$ cat config.mk
export PLATFORM = sky130hd
export DESIGN_NAME = matrix_operand_loader
export DESIGN_NICKNAME = d
export VERILOG_FILES = /design/src/rtl/matrix_pkg.sv /design/src/rtl/matrix_elem_counter.sv /design/src/rtl/matrix_operand_loader.sv
export SDC_FILE = /design/constraint.sdc
export NUM_CORES = 1
export LEC_CHECK = 0
export CORE_MARGIN = 10
export CORE_UTILIZATION = 43
export DETAILED_ROUTE_END_ITERATION = 6
export HOLD_SLACK_MARGIN = 0.08
export PLACE_DENSITY = 0.79
export SLEW_MARGIN = 20
export SYNTH_ARGS = -nofsm -noshare
export SYNTH_HDL_FRONTEND = slang
export SYNTH_SLANG_ARGS = --single-unit
$ cat constraint.sdc
create_clock -name clock -period 1.7 [get_ports clock]
set_input_delay 0.255 -clock clock [delete_from_list [all_inputs] [get_ports clock]]
set_output_delay 0.255 -clock clock [all_outputs]
set_load 0.02 [all_outputs]
$ cat src/rtl/matrix_pkg.sv
// ============================================================================
// Module   : matrix_pkg
// Purpose  : Shared types and default dimensions for the matrix datapath.
// Revision : 1.0
// ============================================================================
`default_nettype none

package matrix_pkg;

   localparam int DEF_ROWS  = 3;
   localparam int DEF_COLS  = 3;
   localparam int DEF_WIDTH = 32;

   typedef enum logic [1:0] {
      LOAD_A    = 2'd0,
      LOAD_B    = 2'd1,
      START     = 2'd2,
      WAIT_DONE = 2'd3
   } loader_state_t;

   // Index width for a dimension of n entries; a 1-entry dimension still needs one bit.
   function automatic int cnt_width(input int n);
      return (n > 1) ? $clog2(n) : 1;
   endfunction

endpackage

`default_nettype wire

$ cat src/rtl/matrix_elem_counter.sv
// ============================================================================
// Module   : matrix_elem_counter
// Purpose  : Row-major row/column index counter with a last-element flag.
// Revision : 1.0
// ============================================================================
`default_nettype none

module matrix_elem_counter
   import matrix_pkg::*;
#(
   parameter  int ROWS = DEF_ROWS,
   parameter  int COLS = DEF_COLS,
   localparam int RW   = cnt_width(ROWS),
   localparam int CW   = cnt_width(COLS)
) (
   input  logic          clock,
   input  logic          nreset,
   input  logic          inc,
   input  logic          clr,
   output logic [RW-1:0] row,
   output logic [CW-1:0] col,
   output logic          last
);

   localparam logic [RW-1:0] ROW_MAX = RW'(ROWS - 1);
   localparam logic [CW-1:0] COL_MAX = CW'(COLS - 1);

   assign last = (row == ROW_MAX) && (col == COL_MAX);

   always_ff @(posedge clock or negedge nreset) begin
      if (!nreset) begin
         row <= '0;
         col <= '0;
      end else if (clr) begin
         row <= '0;
         col <= '0;
      end else if (inc) begin
         if (col == COL_MAX) begin
            col <= '0;
            row <= (row == ROW_MAX) ? '0 : row + 1'b1;
         end else begin
            col <= col + 1'b1;
         end
      end
   end

endmodule

`default_nettype wire

$ cat src/rtl/matrix_operand_loader.sv
// ============================================================================
// Module   : matrix_operand_loader
// Purpose  : Streams A then B (row-major) into operand arrays, pulses start,
//            and holds operands until the multiplier reports completion.
// Revision : 1.0
// ============================================================================
`default_nettype none

module matrix_operand_loader
   import matrix_pkg::*;
#(
   parameter int AROWS     = DEF_ROWS,
   parameter int ACOLUMNS  = DEF_COLS,
   parameter int BROWS     = DEF_ROWS,
   parameter int BCOLUMNS  = DEF_COLS,
   parameter int WIDTH_BIT = DEF_WIDTH
) (
   input  logic                 clock,
   input  logic                 nreset,
   input  logic                 in_valid,
   output logic                 in_ready,
   input  logic [WIDTH_BIT-1:0] in_data,
   input  logic                 in_last,
   output logic [WIDTH_BIT-1:0] MatrixA [AROWS-1:0][ACOLUMNS-1:0],
   output logic [WIDTH_BIT-1:0] MatrixB [BROWS-1:0][BCOLUMNS-1:0],
   output logic                 start,
   input  logic                 mult_done,
   output logic                 frame_err
);

   localparam int ARW = cnt_width(AROWS);
   localparam int ACW = cnt_width(ACOLUMNS);
   localparam int BRW = cnt_width(BROWS);
   localparam int BCW = cnt_width(BCOLUMNS);

   if (ACOLUMNS != BROWS) begin : g_dim_check
      $error("matrix_operand_loader: ACOLUMNS (%0d) must equal BROWS (%0d)", ACOLUMNS, BROWS);
   end

   loader_state_t state;

   logic           xfer;
   logic           a_inc, a_clr, a_last, a_done;
   logic           b_inc, b_clr, b_last;
   logic           frame_ok, frame_bad;
   logic [ARW-1:0] a_row;
   logic [ACW-1:0] a_col;
   logic [BRW-1:0] b_row;
   logic [BCW-1:0] b_col;

   assign in_ready = (state == LOAD_A) || (state == LOAD_B);
   assign xfer     = in_valid && in_ready;

   matrix_elem_counter #(.ROWS(AROWS), .COLS(ACOLUMNS)) u_cnt_a (
      .clock (clock),
      .nreset(nreset),
      .inc   (a_inc),
      .clr   (a_clr),
      .row   (a_row),
      .col   (a_col),
      .last  (a_last)
   );

   matrix_elem_counter #(.ROWS(BROWS), .COLS(BCOLUMNS)) u_cnt_b (
      .clock (clock),
      .nreset(nreset),
      .inc   (b_inc),
      .clr   (b_clr),
      .row   (b_row),
      .col   (b_col),
      .last  (b_last)
   );

   // Any end of frame, good or bad, rewinds both counters to element 0.
   always_comb begin
      a_inc     = 1'b0;
      a_clr     = 1'b0;
      a_done    = 1'b0;
      b_inc     = 1'b0;
      b_clr     = 1'b0;
      frame_ok  = 1'b0;
      frame_bad = 1'b0;
      if (xfer) begin
         case (state)
            LOAD_A: begin
               if (in_last)     frame_bad = 1'b1;
               else if (a_last) begin
                  a_clr  = 1'b1;
                  a_done = 1'b1;
               end
               else             a_inc = 1'b1;
            end
            LOAD_B: begin
               if (b_last) begin
                  frame_ok  = in_last;
                  frame_bad = !in_last;
               end
               else if (in_last) frame_bad = 1'b1;
               else              b_inc = 1'b1;
            end
            default: ;
         endcase
      end
      if (frame_ok || frame_bad) begin
         a_clr = 1'b1;
         b_clr = 1'b1;
      end
   end

   always_ff @(posedge clock or negedge nreset) begin
      if (!nreset) begin
         state     <= LOAD_A;
         start     <= 1'b0;
         frame_err <= 1'b0;
      end else begin
         start     <= 1'b0;
         frame_err <= frame_bad;
         case (state)
            LOAD_A:    if (a_done) state <= LOAD_B;
            LOAD_B: begin
               if (frame_ok) begin
                  state <= START;
                  start <= 1'b1;
               end else if (frame_bad) begin
                  state <= LOAD_A;
               end
            end
            START:     state <= WAIT_DONE;
            WAIT_DONE: if (mult_done) state <= LOAD_A;
            default:   state <= LOAD_A;
         endcase
      end
   end

   // Writes only happen on transfers, so operands are frozen outside LOAD_A/LOAD_B.
   always_ff @(posedge clock or negedge nreset) begin
      if (!nreset) begin
         for (int r = 0; r < AROWS; r++)
            for (int c = 0; c < ACOLUMNS; c++)
               MatrixA[r][c] <= '0;
         for (int r = 0; r < BROWS; r++)
            for (int c = 0; c < BCOLUMNS; c++)
               MatrixB[r][c] <= '0;
      end else if (xfer) begin
         if (state == LOAD_A) MatrixA[a_row][a_col] <= in_data;
         else                 MatrixB[b_row][b_col] <= in_data;
      end
   end

endmodule

`default_nettype wire
### Word-level counts from Yosys, hierarchy flattened

Cells that the tools add are included.

* add/sub/neg operators: 4
* order comparisons: 8
* eq/ne operators: 10
* multiplexer cells: 52
* bitwise operators: 1
* reductions and logical operators: 20

Operators with widths (count)
* $bwmux 288: 2
* $demux 96 s2: 2
* $mux 96: 2
* $demux 32 s2: 2
* $mux 32: 2
* $mux 2: 18
* $mux 1: 22
* $eq 2x2->1 const B: 6
* $lt 2x3->1 const B: 4
* $add 2x1->2 const B: 4
* $ge 2x1->1 const B: 4
* $pmux 2 s4: 1
* $reduce_and 2->1: 4
* $reduce_bool 2->1: 4
* $logic_and 1x1->1: 7
* $ne 2x2->1 const B: 2
* $ne 3x3->1 const B: 1
* $reduce_and 3->1: 1
* $eq 2x1->1 const B: 1
* $logic_not 2->1: 1
* $logic_or 1x1->1: 2
* $pmux 1 s2: 1
* $logic_not 1->1: 1
* $not 1->1: 1

* bits in registers: 588
* bits of input ports: 37
* output and inout port bits: 579
* logic and storage cells: 120

### Depth between registers and ports, before layout

Gate-level depths: netlist (run 1).

* depth in word-level cells: 9
* gate-level depth with buffers: 7

### By module

Synthesis (run 1) repeated with hierarchy kept, for this count alone.

* cell total of the unflattened synthesis: 1336
* area total of the unflattened synthesis: 22188.8 µm²

Modules (own cells, without submodules)
* matrix_operand_loader: times used 1, cells each 1300, area each 21760.9 µm²
* matrix_elem_counter: times used 2, cells each 18, area each 214.0 µm²

### Worst setup path before layout (run 1)

No wires, ideal clock.

* kind: reg-to-reg
* from: reg u_cnt_a.row[1]
* to: reg MatrixA[10] in the netlist's numbering
* library setup time: 125 ps
* data arrival time: 1785 ps
* required time: 1575 ps
* setup slack: -210 ps
* stages on the path, launching flop included: 5
* buffers on the path: 1
* clock period less this slack: 1910 ps
* cells stage by stage: dfrtp_1 > or4b_4 > nor4_4 > buf_4 > mux2_2

* word-level cells in the longest chain between the ends: 5
* elaborated cells on any way between the ends: 6

Ends and longest elaborated chain
* from (decl): RTL line matrix_elem_counter.sv:20 `output logic [RW-1:0] row,`
* from (signal assigned): RTL line matrix_elem_counter.sv:40 `row <= (row == ROW_MAX) ? '0 : row + 1'b1;`
* $lt 2x3->1 (not written as such) or $ge 2x1->1 (tied branches): RTL line matrix_operand_loader.sv:145 `if (state == LOAD_A) MatrixA[a_row][a_col] <= in_data;`
* $logic_and 1x1->1 (not written as such): RTL line matrix_operand_loader.sv:145
* $mux 96 (not written as such): RTL line matrix_operand_loader.sv:145
* $demux 96 s2 (*): RTL line matrix_operand_loader.sv:145
* $bwmux 288 (*): RTL line matrix_operand_loader.sv:145
* to (signal, indexed assignment): RTL line matrix_operand_loader.sv:145
* to (decl): RTL line matrix_operand_loader.sv:24 `output logic [WIDTH_BIT-1:0] MatrixA [AROWS-1:0][ACOLUMNS-1:0],`

Every way passes the cells marked *; elsewhere a longest branch is shown, timed or not.
A chain may end at the register's enable or synchronous reset.

==> impl_metrics.env, run 1 <==
export IMPL_status="finished with violations"
export IMPL_violations="negative setup slack"
export IMPL_power_switching_uw=13280
export IMPL_rsz0062_at_grt="yes"
export IMPL_die_area_um2=60990
export IMPL_endpoint="MatrixA[117]$_DFFE_PN0P_"
export IMPL_crit_cells=9
export IMPL_fmax_ghz=0.4687
export IMPL_setup_violations=599
export IMPL_tightest_slew_ns=0.5812
export IMPL_arrival_ns=2.62
export IMPL_powerDensity_nw_per_um2=1259
export IMPL_drtIter0Drc=814
export IMPL_maxSlewHeadroom_pct=61.17
export IMPL_synth_edf_count=0
export IMPL_critPathRequiredTime_ns=2.19
export IMPL_row_count=83
export IMPL_seqPwrFrac_pct=41.8
export IMPL_core_area_um2=51200
export IMPL_fill_cells=3683
export IMPL_start_util_pct=43.26
export IMPL_num_antenna_cells=0
export IMPL_slowest_stage="dfrtp_2"
export IMPL_yosysTopAreaCellShare_pct=66.43
export IMPL_die_w_um=247.0
export IMPL_die_y_um=247.0
export IMPL_crit_chain="buf_4 > buf_6 > buf_6 > nor4b_4 > buf_4 > nand3_4 > buf_4 > buf_12 > mux2_4"
export IMPL_cp_common_cell="buf_4"
export IMPL_synth_cell_types=39
export IMPL_drive_above_1_share_pct=41.80
export IMPL_synthTopCellsByArea="dfrtp_1 66%, mux2_2 29%, clkbuf_1 0.80%"
export IMPL_crit_type="reg -> reg"
export IMPL_grt_max_degree=68
export IMPL_dr_pass1_iters=4
export IMPL_crit_path_max_incr_delay_ns=0.44
export IMPL_synth_largest_area_cell="dfrtp_1"
export IMPL_finalPower_uw=42370
export IMPL_synth_area_um2=22150
export IMPL_grt_use_met1_pct=28.97
export IMPL_hpwl_mm=53.04
export IMPL_hold_path_class="in -> async"
export IMPL_viasPerCell=5.359
export IMPL_cts_buffers=58
export IMPL_drtAntennaViolNets=0
export IMPL_internal_power_uw=29090
export IMPL_cts_tree="built"
export IMPL_gr_usage_met2_pct=43.32
export IMPL_track_usage_pct=25.11
export IMPL_fin_crit_sh_pct=125.5
export IMPL_synth_seq_cells=588
export IMPL_grt_pass1_wl_mm=113.8
export IMPL_crit_family="buffers and inverters"
export IMPL_cts_sinks=588
export IMPL_ios=616
export IMPL_synthesis_instances=1338
export IMPL_start_kind="register"
export IMPL_syn_nets=1377
export IMPL_crit_buf_inv=6
export IMPL_postSynthAreaPerCell_um2=16.55
export IMPL_skew_ns=0.02443
export IMPL_dpl_cell_area_um2=30300
export IMPL_maxCapViolCount=0
export IMPL_overflow=0
export IMPL_finalMaxSlewViolations=0
export IMPL_vias=15274
export IMPL_root_buffer="clkbuf_16"
export IMPL_routedWlPerCell_um=28.96
export IMPL_area_growth_pct=51.97
export IMPL_worst_slack_ns=-0.4334
export IMPL_p_leak_uw=0.01859
export IMPL_busiest_layer="met2"
export IMPL_port_buffer_count=615
export IMPL_insertion_delay_ns=0.61
export IMPL_final_area_um2=33660
export IMPL_drc=0
export IMPL_vdd_ir_drop_max_v=0.0008978
export IMPL_hold_ws_ns=0.1531
export IMPL_hold_violations=0
export IMPL_clkTransAtPathRegs_ns=0.06
export IMPL_antenna_found_initial=0
export IMPL_rr_worst_depth=9
export IMPL_nNetsFinal=2166
export IMPL_grt_pass1_vias=16370
export IMPL_p_comb_share_pct=27.3
export IMPL_switching_share_pct=31.34
export IMPL_routabilityCongestion=0.7990
export IMPL_ys_seq_area_share_pct=66.43
export IMPL_async_reset_ff_share_pct=100.0
export IMPL_h_tree_depth=2
export IMPL_clockBufferDepth=3
export IMPL_ys_warn_count=0
export IMPL_cp_end_kind="register"
export IMPL_wirelength_mm=82.52
export IMPL_cp_max_fo=6
export IMPL_rr_endpoint="MatrixA[117]$_DFFE_PN0P_"
export IMPL_pwr_share_clk_pct=30.9
export IMPL_min_period_ns=2.133
export IMPL_yosys_most_used_dff="dfrtp_1"
export IMPL_use_met3_pct=7.553
export IMPL_reg2reg_slack_ns=-0.43
-- timing repair --
| item | CTS | global route |
|---|---|---|
| setup buffers | 27 | 13 |
| cloned | 24 | 16 |
| hold endpoints to repair | 586 | 0 |
| gates resized for setup | 717 | 84 |
| hold buffers | 1 | 0 |
| endpoints found under the setup margin | 1163 | 601 |
| pin swaps | 7 | 3 |
-- worst min-delay path by stage --
| stage | to | slack, ns | from |
|---|---|---|---|
| 2_1_floorplan | MatrixA[0]$_DFFE_PN0P_ | -0.04 | nreset |
| 3_3_place_gp | MatrixA[71]$_DFFE_PN0P_ | 0.13 | nreset |
| 3_5_place_dp | MatrixA[71]$_DFFE_PN0P_ | 0.14 | nreset |
| 4_1_cts | MatrixA[71]$_DFFE_PN0P_ | 0.13 | nreset |
| 5_1_grt | MatrixA[71]$_DFFE_PN0P_ | 0.17 | nreset |
| 6_report | MatrixA[71]$_DFFE_PN0P_ | 0.15 | nreset |
-- power by group through the flow --
stage / clock network (uW) / logic, uW / registers [uW]
after floorplan: 0 / 2660 / 20600
after global placement: 0 / 12200 / 17800
final: 13100 / 11600 / 17700
after detailed placement: 0 / 12400 / 17900
after global routing: 13800 / 12100 / 18000
after CTS: 13200 / 11200 / 17600
-- cell usage after synthesis, types with 2 or more instances --
cell type,instances
nor2_1,8
inv_1,3
nor3_1,4
dfrtp_1,588
buf_1,3
nor3b_1,2
a21oi_1,5
nand2b_1,6
mux2_2,571
mux2_1,5
nand3_1,13
buf_4,9
o21ai_0,4
nor2b_1,6
clkbuf_1,47
ha_1,2
buf_2,32
nand2_1,9
-- layout make-up --
class	count	area [um2]	share of cell area, %
inverters	3	11.26	0.03345
multi-input cells	656	7801	23.18
clock inverters	20	246.5	0.7323
repair buffers	820	8338	24.77
flip-flops and latches	588	14720	43.72
well taps	680	850.8	2.528
clock buffers	83	1697	5.040
-- stage by stage --
step	std cells	TNS [ns]	setup slack [ns]	util [%]
detailed placement	2669	-246.36	-0.6437	59.18
floorplan	1338	-29.23	-0.2085	-
global placement	2669	-220.95	-0.6163	59.18
global route	2850	-199.60	-0.4450	65.75
CTS	2823	-125.47	-0.3416	64.18
finish	2850	-170.19	-0.4334	65.75
-- state kept, by name, indices dropped and copies added (netlist names), named ones only --
name         count
MatrixB        288
start            1
frame_err        1
MatrixA        288
u_cnt_b.row      2
state            1
u_cnt_a.col      2
u_cnt_b.col      2
u_cnt_a.row      2
-- cell usage in the layout (no fill, tap or decap), types with 2 or more instances in the layout --
master             n
clkbuf_8          13
nand3_1            3
buf_4             88
clkbuf_16         72
dlygate4sd2_1    563
nor3_4             5
nor2_1             6
buf_6             31
dfrtp_1          586
nand2_1            8
clkinvlp_4         4
clkdlybuf4s50_1   49
clkinv_2           8
mux2_2           425
o21ai_0            4
bufinv_16          5
nand3_4            8
buf_8             15
nand3_2            2
inv_1              3
mux2_4           150
clkbuf_1          11
nor2b_1            4
clkinv_4           2
nor2b_4            2
buf_12            39
buf_16            19
nor2_2             2
a21oi_1            5
nor3b_4            2
nand2b_1           4
dfrtp_2            2
-- routing by layer --
layer | vias to the layer above | wire, um
met2 | 675 | 41290
met4 | 0 | 3280
met1 | 8088 | 31070
met5 | - | 0
li1 | 6350 | -
met3 | 161 | 6882
-- cell families (layout without fill, tap and decap cells) --
| group | Yosys count | count (layout) | share of synthesized area [%] |
|---|---|---|---|
| compound gates | 16 | 16 | 0.4633 |
| fa+ha+maj | 2 | 2 | 0.1130 |
| buf+inv | 94 | 926 | 1.926 |
| flops | 588 | 588 | 66.43 |
| mux | 577 | 577 | 29.33 |
| simple gates | 61 | 61 | 1.740 |
No activity file was read; power rests on OpenSTA's default activity.
==> run 2: changes to the inputs <==
CTS_CLUSTER_SIZE = 30   (was unset)
SYNTH_HIERARCHICAL = 1   (was unset)
==> run 2 against run 1 <==
The flow still finishes with violations (negative setup slack). Worst setup slack gained 0.17 ns. Non-clock buffer count decreased by 3. Maximum frequency increased by 8.6%. Wire length up 2.8%. Global-route usage down 1.5 points. Sequential power decreased by 7%. Clock power is 4% lower. Via count is 1.3% lower. Design area is 0.23% lower. Utilization down 0.15 points. Clock skew shrank 0.0022 ns. Area after synthesis increased by 0.18%. Critical path type unchanged. Highest routed layer is now met5.
==> impl_metrics.env, run 2 <==
export IMPL_status="finished with violations"
export IMPL_violations="negative setup slack"
export IMPL_synth_seq_cells=588
export IMPL_die_w_um=247.2
export IMPL_placedCellCount=2660
export IMPL_maxSlewHeadroom_pct=70.23
export IMPL_synth_edf_count=0
export IMPL_synth_cell_types=36
export IMPL_drive_above_1_share_pct=42.16
export IMPL_cp_startpoint="u_cnt_b/col[0]$_DFFE_PN0P_"
export IMPL_rr_endpoint="u_cnt_a/row[1]$_DFFE_PN0P_"
export IMPL_antenna_found_initial=1
export IMPL_syn_nets=1375
export IMPL_min_period_ns=1.964
export IMPL_vdd_ir_drop_max_v=0.001186
export IMPL_synthesis_instances=1336
export IMPL_cts_tree="built"
export IMPL_final_area_um2=33580
export IMPL_h_tree_depth=2
export IMPL_track_usage_pct=23.63
export IMPL_ys_seq_area_share_pct=66.31
export IMPL_synth_area_um2=22190
export IMPL_synth_fa_ha_area_share_pct=0.1128
export IMPL_maxCapViolCount=0
export IMPL_arrival_ns=2.50
export IMPL_worst_slack_ns=-0.2643
export IMPL_dpl_cell_area_um2=30250
export IMPL_hpwl_mm=52.63
export IMPL_insertion_delay_ns=0.63
export IMPL_finalMaxSlewViolations=0
export IMPL_area_growth_pct=51.35
export IMPL_core_area_um2=51200
export IMPL_stdcell_count=2843
export IMPL_cts_buffers=57
export IMPL_drtIter0Drc=728
export IMPL_synth_largest_area_cell="dfrtp_1"
export IMPL_setup_violations=563
export IMPL_critPathRequiredTime_ns=2.23
export IMPL_grt_pass1_wl_mm=107.5
export IMPL_rsz0062_at_grt="yes"
export IMPL_wirelength_mm=84.87
export IMPL_die_y_um=247.2
export IMPL_fin_crit_sh_pct=115.5
export IMPL_fin_setup_tns_ns=-72.10
export IMPL_synth_most_common_cell="dfrtp_1"
export IMPL_root_buffer="clkbuf_16"
export IMPL_routedWlPerCell_um=29.85
export IMPL_viasPerCell=5.302
export IMPL_drtAntennaViolNets=0
export IMPL_rr_startpoint="u_cnt_b/col[0]$_DFFE_PN0P_"
export IMPL_die_area_um2=61090
export IMPL_nNetsFinal=2158
export IMPL_synth_mux_area_share_pct=29.50
export IMPL_cp_max_fo=3
export IMPL_clockBufferDepth=3
export IMPL_grt_pass1_vias=15885
export IMPL_fmax_ghz=0.5091
export IMPL_top_regs="MatrixA (288), MatrixB (288)"
export IMPL_postSynthAreaPerCell_um2=16.61
export IMPL_crit_type="reg -> reg"
export IMPL_synthTopCellsByArea="dfrtp_1 66%, mux2_2 29%, clkbuf_1 0.78%"
export IMPL_routabilityCongestion=0.8504
export IMPL_yosys_most_used_dff="dfrtp_1"
export IMPL_async_reset_ff_share_pct=100.0
export IMPL_port_buffer_count=615
export IMPL_p_leak_uw=0.01877
export IMPL_overflow=0
export IMPL_synth_simple_gate_area_share_pct=1.985
export IMPL_yosysTopAreaCellShare_pct=66.31
export IMPL_hold_violations=0
export IMPL_drc=0
export IMPL_ys_warn_count=6
export IMPL_hold_path_class="in -> async"
export IMPL_start_util_pct=43.34
export IMPL_vias=15073
export IMPL_final_common_cell="dfrtp_1"
export IMPL_cp_end_kind="register"
export IMPL_rr_worst_depth=8
export IMPL_endpoint="u_cnt_a/row[1]$_DFFE_PN0P_"
export IMPL_synthXorXnorAreaFrac_pct=0
export IMPL_cts_sinks=588
export IMPL_final_cell_mix="584 x dfrtp_1, 578 x dlygate4sd2_1, 419 x mux2_2"
export IMPL_ios=616
export IMPL_grt_max_degree=82
export IMPL_clkTransAtPathRegs_ns=0.06
export IMPL_tightest_slew_ns=0.4465
export IMPL_reg2reg_slack_ns=-0.26
export IMPL_synth_common_cells="588 x dfrtp_1, 572 x mux2_2, 46 x clkbuf_1"
export IMPL_skew_ns=0.02225
export IMPL_powerDensity_nw_per_um2=1078
export IMPL_num_antenna_cells=0
export IMPL_row_count=83
export IMPL_dr_pass1_iters=5
export IMPL_synth_compound_area_share_pct=0.1692
export IMPL_start_kind="register"
export IMPL_synth_top_family_by_area="multiplexers"
==> run 2: area by class of cell <==
| class | instances | area (um2) |
|---|---|---|
| Clock buffer | 87 | 1702 |
| Inverter | 3 | 16.27 |
| Timing Repair Buffer | 817 | 8249 |
| Multi-Input combinational cell | 652 | 7900 |
| Tap cell | 680 | 850.8 |
| Fill cell | 3670 | 17610 |
| Clock inverter | 16 | 146.4 |
| Sequential cell | 588 | 14720 |
==> run 2: logic make-up (layout without fill, tap and decap cells) <==
family	Yosys count	in the layout
multiplexers	581	581
AND/OR/NAND/NOR	62	62
adder cells (fa/ha/maj)	2	2
AO/OA/AOI/OAI	7	7
flip-flops	588	588
buffers and inverters	96	923
==> run 2: how the worst min path moves through the flow <==
stage           start                       end  slack, ns  depth (start not counted)
6_report       nreset  MatrixA[130]$_DFFE_PN0P_       0.14                          2
3_3_place_gp   nreset  MatrixA[100]$_DFFE_PN0P_       0.19                          1
2_1_floorplan  nreset    MatrixA[0]$_DFFE_PN0P_      -0.04                          0
5_1_grt        nreset  MatrixA[130]$_DFFE_PN0P_       0.16                          2
4_1_cts        nreset  MatrixA[100]$_DFFE_PN0P_       0.15                          2
3_5_place_dp   nreset  MatrixA[100]$_DFFE_PN0P_       0.20                          1
==> run 2: what timing repair did <==
action / 4_1_cts / 5_1_grt
setup buffers: 9 / 21
pin swaps: 9 / 18
endpoints found under the setup margin: 1123 / 574
resized for setup: 604 / 223
gates cloned: 2 / 48
hold buffers: 1 / 0
endpoints found under the hold margin: 488 / 0
==> run 2: power breakdown <==
part / leakage (uW) / switching, uW / internal (uW)
clock network: 0.000910 / 5440 / 7180
logic: 0.00991 / 4230 / 2990
registers: 0.00796 / 838 / 15500
total: 0.0188 / 10500 / 25700
==> run 2: per-stage QoR <==
| stage | power (uW) | setup WS (ns) | utilization (%) | hold WS [ns] |
|---|---|---|---|---|
| 2_1_floorplan | 20050 | -0.2814 | - | -0.04059 |
| 3_3_place_gp | 24610 | -0.4693 | 59.08 | 0.1920 |
| 3_5_place_dp | 24830 | -0.4947 | 59.08 | 0.1969 |
| 4_1_cts | 36230 | -0.2698 | 61.63 | 0.1505 |
| 5_1_grt | 37510 | -0.3468 | 65.60 | 0.1633 |
| 6_report | 36220 | -0.2643 | 65.60 | 0.1442 |
==> run 2: worst max-delay path, cell delays in order, from the launching register on <==
cell      delay (ns)
dfrtp_1         0.37
and4bb_2        0.33
inv_2           0.06
ha_4            0.21
nor3b_2         0.18
nor3_2          0.07
nand2b_4        0.16
or3b_1          0.36
mux2i_1         0.16
==> run 2: per-layer routing <==
metal  wire [um]  track usage [%]  share of wire [%]  vias to the layer above
li1            -                -                  -                     6307
met1       32480            27.29                 38                     8004
met2       42720            40.08                 50                      587
met3        6261            6.981                7.4                      173
met4        3392            10.52                4.0                        2
met5          11                0              0.013                        -
